File: config.mk
export PLATFORM = sky130hd
export DESIGN_NAME = serial_sub
export DESIGN_NICKNAME = d
export VERILOG_FILES = /design/src/rtl/serial_sub_pkg.sv /design/src/rtl/serial_sub_full_sub.sv /design/src/rtl/serial_sub.sv
export SDC_FILE = /design/constraint.sdc
export NUM_CORES = 1
export LEC_CHECK = 0
export CAP_MARGIN = 0
export CORE_UTILIZATION = 46
export CTS_CLUSTER_SIZE = 20
export DETAILED_ROUTE_END_ITERATION = 10
export MAX_ROUTING_LAYER = met4
export PLACE_DENSITY_LB_ADDON = 0.12
export SYNTH_ARGS = -nofsm -noshare
export SYNTH_HDL_FRONTEND = slang
export SYNTH_SLANG_ARGS = --single-unit
File: constraint.sdc
create_clock -name clk -period 3 [get_ports clk]
set_input_delay 0.3 -clock clk [delete_from_list [all_inputs] [get_ports clk]]
set_output_delay 0.3 -clock clk [all_outputs]
set_load 0.03 [all_outputs]
File: src/rtl/serial_sub_pkg.sv
// serial_sub_pkg: shared FSM encoding and operand-width bounds for the bit-serial subtractor.
//   Exports state_e (IDLE/RUN/DONE) and the legal WIDTH range.
package serial_sub_pkg;
   typedef enum logic [1:0] {
      IDLE = 2'd0,
      RUN  = 2'd1,
      DONE = 2'd2
   } state_e;
   localparam int WIDTH_MIN = 2;
   localparam int WIDTH_MAX = 32;
endpackage

File: src/rtl/serial_sub_full_sub.sv
// full_sub: one-bit full subtractor cell.
//   x, y, bi : minuend bit, subtrahend bit, borrow-in
//   d, bo    : difference bit, borrow-out
module full_sub (
   output logic d,
   output logic bo,
   input  logic x,
   input  logic y,
   input  logic bi
);
   assign d  = x ^ y ^ bi;
   assign bo = (~x & y) | (~(x ^ y) & bi);
endmodule

File: src/rtl/serial_sub.sv
// serial_sub: bit-serial WIDTH-bit subtractor, diff = a - b - b_in, LSB first, one bit per clock.
//   clk, rst_n          : clock, async active-low reset
//   start, a, b, b_in   : request and operands, captured when accepted in IDLE or DONE
//   busy, done          : high during RUN / one-cycle result-valid pulse
//   diff, b_out, zero, ovf : result and flags, held until the next completion
module serial_sub
   import serial_sub_pkg::*;
#(
   parameter int WIDTH = 8,
   parameter int CW    = $clog2(WIDTH)
) (
   input  logic             clk,
   input  logic             rst_n,
   input  logic             start,
   input  logic [WIDTH-1:0] a,
   input  logic [WIDTH-1:0] b,
   input  logic             b_in,
   output logic             busy,
   output logic             done,
   output logic [WIDTH-1:0] diff,
   output logic             b_out,
   output logic             zero,
   output logic             ovf
);
   if (WIDTH < WIDTH_MIN || WIDTH > WIDTH_MAX) begin : g_bad_width
      $error("serial_sub: WIDTH out of range");
   end
   state_e           state_q, state_d;
   logic [WIDTH-1:0] sa_q, sa_d, sb_q, sb_d, res_q, res_d, diff_q, diff_d;
   logic [CW-1:0]    cnt_q, cnt_d;
   logic             br_q, br_d, amsb_q, amsb_d, bmsb_q, bmsb_d;
   logic             bout_q, bout_d, zero_q, zero_d, ovf_q, ovf_d;
   logic             d_bit, bo_bit;
   full_sub u_cell (
      .d  (d_bit),
      .bo (bo_bit),
      .x  (sa_q[0]),
      .y  (sb_q[0]),
      .bi (br_q)
   );
   always_comb begin
      state_d = state_q;
      sa_d    = sa_q;
      sb_d    = sb_q;
      res_d   = res_q;
      diff_d  = diff_q;
      cnt_d   = cnt_q;
      br_d    = br_q;
      amsb_d  = amsb_q;
      bmsb_d  = bmsb_q;
      bout_d  = bout_q;
      zero_d  = zero_q;
      ovf_d   = ovf_q;
      if (state_q == RUN) begin
         // result bits enter at the MSB so after WIDTH shifts bit 0 is at position 0
         res_d = {d_bit, res_q[WIDTH-1:1]};
         sa_d  = sa_q >> 1;
         sb_d  = sb_q >> 1;
         br_d  = bo_bit;
         cnt_d = cnt_q + CW'(1);
         if (cnt_q == CW'(WIDTH - 1)) begin
            state_d = DONE;
            diff_d  = res_d;
            bout_d  = bo_bit;
            zero_d  = (res_d == '0);
            ovf_d   = (amsb_q != bmsb_q) && (res_d[WIDTH-1] != amsb_q);
         end
      end else if (start) begin
         state_d = RUN;
         sa_d    = a;
         sb_d    = b;
         br_d    = b_in;
         cnt_d   = '0;
         res_d   = '0;
         amsb_d  = a[WIDTH-1];
         bmsb_d  = b[WIDTH-1];
      end else begin
         state_d = IDLE;
      end
   end
   always_ff @(posedge clk or negedge rst_n) begin
      if (!rst_n) begin
         state_q <= IDLE;
         sa_q    <= '0;
         sb_q    <= '0;
         res_q   <= '0;
         diff_q  <= '0;
         cnt_q   <= '0;
         br_q    <= 1'b0;
         amsb_q  <= 1'b0;
         bmsb_q  <= 1'b0;
         bout_q  <= 1'b0;
         zero_q  <= 1'b0;
         ovf_q   <= 1'b0;
      end else begin
         state_q <= state_d;
         sa_q    <= sa_d;
         sb_q    <= sb_d;
         res_q   <= res_d;
         diff_q  <= diff_d;
         cnt_q   <= cnt_d;
         br_q    <= br_d;
         amsb_q  <= amsb_d;
         bmsb_q  <= bmsb_d;
         bout_q  <= bout_d;
         zero_q  <= zero_d;
         ovf_q   <= ovf_d;
      end
   end
   assign busy  = (state_q == RUN);
   assign done  = (state_q == DONE);
   assign diff  = diff_q;
   assign b_out = bout_q;
   assign zero  = zero_q;
   assign ovf   = ovf_q;
endmodule

==> impl_metrics.py, run 1 <==
metrics = {
    "routing": {
        "dr.pass1.iters": 4,
        "drc": 0,
        "avgRoutedWirePerCell_um": 13.3,
        "first_iter_violations": 59,
        "vias_per_cell": 5.00,
        "num_vias": 1225,
        "totalWireLength_um": 3250,
        "drtAntennaViolNets": 0,
    },
    "placed_design": {
        "post-dp-hpwl_um": 2270,
        "place_congestion": 0.725,
        "portBuffers": 32,
        "dp_cells": 237,
    },
    "power": {
        "p_sw_share_pct": 38.2,
        "p_per_area_mw_per_mm2": 1020,
        "cellLeakagePower_nw": 1.07,
        "switching_power_uw": 895,
        "intPower_mw": 1.45,
        "pwr-share-comb_pct": 41.8,
        "p_clk_share_pct": 15.9,
        "power_frac_seq_pct": 42.3,
        "ir_drop_v": 0.000707,
    },
    "global_routing": {
        "grt_first_pass_wirelength_um": 5680,
        "antenna_found_initial": 0,
        "grt_max_degree": 50,
        "first_global_vias": 1185,
        "grt_overflow": 0,
        "grtUsageTotal_pct": 18.8,
    },
    "run": {
        "max_cap_violations": 0,
    },
    "timing": {
        "post-route-period-util_pct": 65.7,
        "setup_viol": 0,
        "fmax_ghz": 0.508,
        "tightest_slew_ns": 0.907,
        "rsz0062_at_grt": "false",
        "skew_ns": 0.00938,
        "finalSetupTns_ns": 0,
        "holdWs_ns": 0.129,
        "slew_violations": 0,
        "period_minus_slack_ns": 1.97,
        "hold_violations": 0,
        "slew_headroom_pct": 39.5,
    },
    "clocking": {
        "cts_resized": 0,
        "worstSkewPairLatency_ns": 0.29,
        "clockRootBuffer": "clkbuf_8",
        "cts_tree": "yes",
        "clockBufferDepth": 2,
        "htree_levels": 2,
        "clk_pin_slew_ns": 0.08,
        "cts_setup_buffers": 0,
        "ctsHoldBuffers": 0,
        "numCtsBuffers": 5,
        "clock-sinks": 42,
    },
    "layout": {
        "fin_cells": 245,
        "antenna_cells": 0,
        "nets": 220,
        "fillers": 317,
        "drive_gt1_share_pct": 12.7,
        "area_growth_syn_to_layout_pct": 22.3,
    },
    "setup_path": {
        "worstPathRequired_ns": 2.70,
        "worstPathArrival_ns": 1.67,
        "r2r_slack_ns": 1.47,
        "critPathMaxStageDelay_ns": 0.66,
        "crit_chain": "nand2b_2 > clkinv_2 > clkdlybuf4s50_1",
        "worst-setup-path-type": "flip-flop to output port",
        "crit_fanout": 5,
        "worst_setup_path_end_kind": "output port",
        "start_kind": "flip-flop",
        "cp_slowest_cell": "clkdlybuf4s50_1",
    },
    "logic_synthesis": {
        "yosysSeqAreaShare_pct": 55.7,
        "syn_avg_cell_area_sq_um": 11.5,
        "synth_area_sq_mm": 0.00189,
        "syn_nets": 188,
        "ys.warnings.count": 0,
        "syn_inst": 164,
        "synth_cell_types": 25,
        "synth_seq_cells": 42,
    },
    "floorplan": {
        "row_count": 22,
        "core_area_sq_mm": 0.00380,
        "ios": 33,
        "fp.dieW_um": 66.0,
        "fp.dieH_um": 66.0,
        "die_area_sq_mm": 0.00436,
        "start_util_pct": 49.7,
    },
    "worst_hold_path": {
        "hold_class": "input pin to asynchronous set/reset pin",
    },
    "run_status": {
        "outcome": "finished, final reports clean",
    },
}
metal layers:
metal	routed length (um)	up-vias	track usage, %
met4	52	0	7.98
met3	169	5	6.38
met1	1440	575	22.9
met2	1590	34	28.4
li1	-	611	-
met5	0	-	-
final timing paths:
kind                                              from                   end  cells after the start
worst min register to register     sb_q[6]$_DFFE_PN0P_   sb_q[5]$_DFFE_PN0P_                      2
worst min-delay path                             rst_n   diff[7]$_DFFE_PN0P_                      1
max in group asynchronous                        rst_n   sa_q[3]$_DFFE_PN0P_                      1
worst max register to register  state_q[1]$_DFFE_PN0P_  cnt_q[0]$_DFFE_PN0P_                      5
worst max-delay path            state_q[1]$_DFFE_PN0P_                  busy                      3
min in group clk                   sb_q[6]$_DFFE_PN0P_   sb_q[5]$_DFFE_PN0P_                      2
layout by cell type, fill, tap and decap left out, types with 2 or more instances in the layout:
cell / count
mux2_2: 7
fa_1: 2
mux2i_1: 16
nor2b_1: 2
clkdlybuf4s50_1: 31
clkbuf_8: 6
ha_1: 2
a21oi_1: 2
nor4_1: 2
buf_4: 2
clkinv_2: 2
nor2_1: 3
nand2_1: 28
inv_1: 4
o21ai_0: 26
mux2_4: 4
dfrtp_1: 42
nand2b_1: 8
power by group through the flow:
stage               Clock [mW]  Combinational (mW)  Sequential, mW
global placement             0               0.958           0.989
detailed placement           0               0.995            1.01
global route             0.414                1.10            1.03
finish                   0.372               0.981           0.992
CTS                      0.387               0.995           0.996
floorplan                    0               0.593            1.09
cell type report:
cell class / instances / area (sq um) / share of cell area (%)
Multi-Input combinational cell: 108 / 756 / 32.7
Sequential cell: 42 / 1050 / 45.5
Timing Repair Buffer: 34 / 330 / 14.3
Clock buffer: 7 / 86.3 / 3.74
Inverter: 5 / 20.0 / 0.867
Tap cell: 48 / 60.1 / 2.60
Clock inverter: 1 / 5.00 / 0.217
cells by family after synthesis:
group	synth area share [%]
simple gates	12.8
fa+ha+maj	3.45
compound gates	7.96
buf+inv	4.24
flops	55.7
mux	15.8
critical path: cells and delay by family, from the launching register on:
| family | cells | cell delay (ns) |
|---|---|---|
| DFF | 1 | 0.39 |
| buffers and inverters | 2 | 0.73 |
| and+or+nand+nor | 1 | 0.25 |
synthesized netlist by cell type (all sizes together):
library cell  count  share of area, %
nor4              2              0.66
nand2b            9               3.1
buf               8               2.9
a21oi             2              0.53
ha                2               1.3
mux2             11               7.4
nand3b            2               1.5
nor2              4              0.93
nand2            28               5.6
o211a             1              0.53
fa                2               2.1
clkinv            1              0.26
o21ai            26               6.9
dfrtp            42                56
mux2i            16               8.5
inv               4              0.80
nor3b             1              0.40
nor2b             2              0.66
clkbuf            1              0.26
flip-flops by register name (all words and copies together) (netlist names):
signal / cells
sb_q: 8
bmsb_q: 1
state_q: 2
br_q: 1
sa_q: 8
amsb_q: 1
ovf: 1
b_out: 1
res_q: 7
cnt_q: 3
diff: 8
zero: 1
through the flow:
step	total power [mW]	setup WS [ns]	instance area (sq um)	util, %
6_report	2.34	1.03	2310	60.8
3_5_place_dp	2.00	1.06	2220	58.4
4_1_cts	2.38	1.01	2310	60.8
3_3_place_gp	1.95	1.11	2220	58.4
2_1_floorplan	1.69	1.57	1890	-
5_1_grt	2.55	0.952	2310	60.8
(Power assumes the default switching activity.)
==> run 2, diff against run 1 <==
clock period = 2 ns   (was 3 ns; I/O delays follow)
==> impl_metrics.py, run 2 (synthesized netlist as in run 1, its figures left out) <==
metrics = {
    "run_status": {
        "outcome": "finished, final reports clean",
    },
    "timing": {
        "hold_violations": 0,
        "post-route-period-util_pct": 93.1,
        "period_minus_slack_ns": 1.86,
        "setup_viol": 0,
        "skew_ns": 0.00982,
        "fmax_ghz": 0.537,
        "slew_headroom_pct": 68.0,
        "rsz0062_at_grt": "false",
        "fin_ws_ns": 0.138,
        "tightest_slew_ns": 0.480,
        "slew_violations": 0,
        "finalSetupTns_ns": 0,
    },
    "placed_design": {
        "dp_slack_ns": 0.474,
        "dp_cells": 239,
        "portBuffers": 32,
        "place_congestion": 0.770,
        "post-dp-hpwl_um": 2390,
    },
    "clocking": {
        "clockBufferDepth": 2,
        "clk_pin_slew_ns": 0.09,
        "cts_tree": "yes",
        "htree_levels": 2,
        "numCtsBuffers": 5,
        "ctsHoldBuffers": 1,
        "cts_setup_buffers": 0,
        "clock-sinks": 42,
        "clockRootBuffer": "clkbuf_8",
        "worstSkewPairLatency_ns": 0.31,
        "cts_resized": 0,
    },
    "floorplan": {
        "core_area_sq_mm": 0.00380,
        "fp.dieH_um": 66.0,
        "fp.dieW_um": 66.0,
        "row_count": 22,
        "start_util_pct": 49.7,
        "ios": 33,
        "die_area_sq_mm": 0.00436,
    },
    "layout": {
        "area_growth_syn_to_layout_pct": 24.5,
        "fillers": 307,
        "final_common_cell": "dfrtp_1",
        "nets": 223,
        "fin_cells": 248,
        "mostFrequentLayoutCells": "dfrtp_1, clkdlybuf4s50_1, nand2_1, o21ai_0, mux2i_1",
        "drive_gt1_share_pct": 14.0,
        "antenna_cells": 0,
    },
    "setup_path": {
        "critPathMaxStageDelay_ns": 0.67,
        "worst-setup-path-type": "flip-flop to output port",
        "crit_fanout": 5,
        "crit_chain": "nand2b_2 > clkinv_2 > clkdlybuf4s50_1",
        "worst_setup_path_end_kind": "output port",
        "cp_slowest_cell": "clkdlybuf4s50_1",
        "start_kind": "flip-flop",
        "worstPathRequired_ns": 1.80,
        "worstPathArrival_ns": 1.66,
    },
    "routing": {
        "drc": 0,
        "drtAntennaViolNets": 0,
        "vias_per_cell": 5.06,
        "avgRoutedWirePerCell_um": 13.7,
        "num_vias": 1256,
        "first_iter_violations": 58,
        "totalWireLength_um": 3400,
        "dr.pass1.iters": 4,
    },
    "global_routing": {
        "grt_overflow": 0,
        "use_met2_pct": 31.6,
        "grt_busiest_layer": "met2",
        "grt_first_pass_wirelength_um": 5780,
        "grt_max_degree": 48,
        "antenna_found_initial": 0,
        "grt_util_met1_pct": 21.5,
        "grtUsageTotal_pct": 18.9,
        "first_global_vias": 1282,
        "use_met3_pct": 3.62,
    },
    "power": {
        "pwr-share-comb_pct": 41.9,
        "p_per_area_mw_per_mm2": 1520,
        "p_sw_share_pct": 38.8,
        "cellLeakagePower_nw": 1.09,
        "p_clk_share_pct": 16.4,
        "intPower_mw": 2.18,
        "switching_power_mw": 1.38,
        "power_frac_seq_pct": 41.7,
        "ir_drop_v": 0.000695,
    },
    "run": {
        "max_cap_violations": 0,
    },
    "worst_hold_path": {
        "hold_class": "input pin to asynchronous set/reset pin",
    },
}
[run 2: cell count changes in the layout (fill, tap and decap cells not counted), sizes merged]
cell         previous run  this run
buf                     3         5
clkbuf                  7         6
clkinvlp                0         1
dlygate4sd3             0         1
[run 2: power groups by stage]
stage	Clock (mW)	Sequential, mW	Combinational, mW
after floorplan	0	1.64	0.890
after global placement	0	1.48	1.45
after detailed placement	0	1.51	1.51
after CTS	0.591	1.49	1.51
after global routing	0.624	1.54	1.67
final	0.586	1.49	1.49
[run 2: worst max-delay path: cells and delay by family (launching register included)]
kind          cells  cell delay [ns]
simple gates      1             0.22
flops             1             0.39
buf+inv           2             0.75
[run 2: path summary, 6_finish.rpt]
| check | slack (ns) | to | startpoint | cells past startpoint |
|---|---|---|---|---|
| worst max-delay path | 0.14 | busy | state_q[1]$_DFFE_PN0P_ | 3 |
| worst min-delay path | 0.38 | b_out$_DFFE_PN0P_ | rst_n | 2 |
| worst max register to register | 0.48 | diff[3]$_DFFE_PN0P_ | cnt_q[0]$_DFFE_PN0P_ | 4 |
| worst min register to register | 0.48 | zero$_DFFE_PN0P_ | zero$_DFFE_PN0P_ | 2 |
| max in group asynchronous | 1.08 | diff[1]$_DFFE_PN0P_ | rst_n | 3 |
| min in group clk | 0.48 | zero$_DFFE_PN0P_ | zero$_DFFE_PN0P_ | 2 |
[run 2: routing by layer]
metal  wire length [um]  part of all wire (%)  vias to the layer above
met5                  0                     0                        -
met4                 80                   2.4                        0
met3                106                   3.1                        7
met2               1740                    51                       26
met1               1480                    43                      608
li1                   -                     -                      615
[run 2: cell type report]
type                    count  area (sq um)  area share, %
multi-input cells         108           756           32.2
clock buffers               6          82.6           3.51
repair buffers             37           368           15.7
flip-flops and latches     42          1050           44.7
inverters                   5          20.0          0.852
clock inverters             2          12.5          0.532
well taps                  48          60.1           2.56
[run 2: through the flow]
stage                     area (sq um)  total power [mW]  util [%]  hold slack, ns
after global routing              2350              3.83      61.9           0.423
after global placement            2240              2.93      59.1           0.175
after CTS                         2350              3.60      61.9           0.403
final                             2350              3.57      61.9           0.377
after floorplan                   1890              2.53         -         -0.0956
after detailed placement          2240              3.02      59.1           0.192
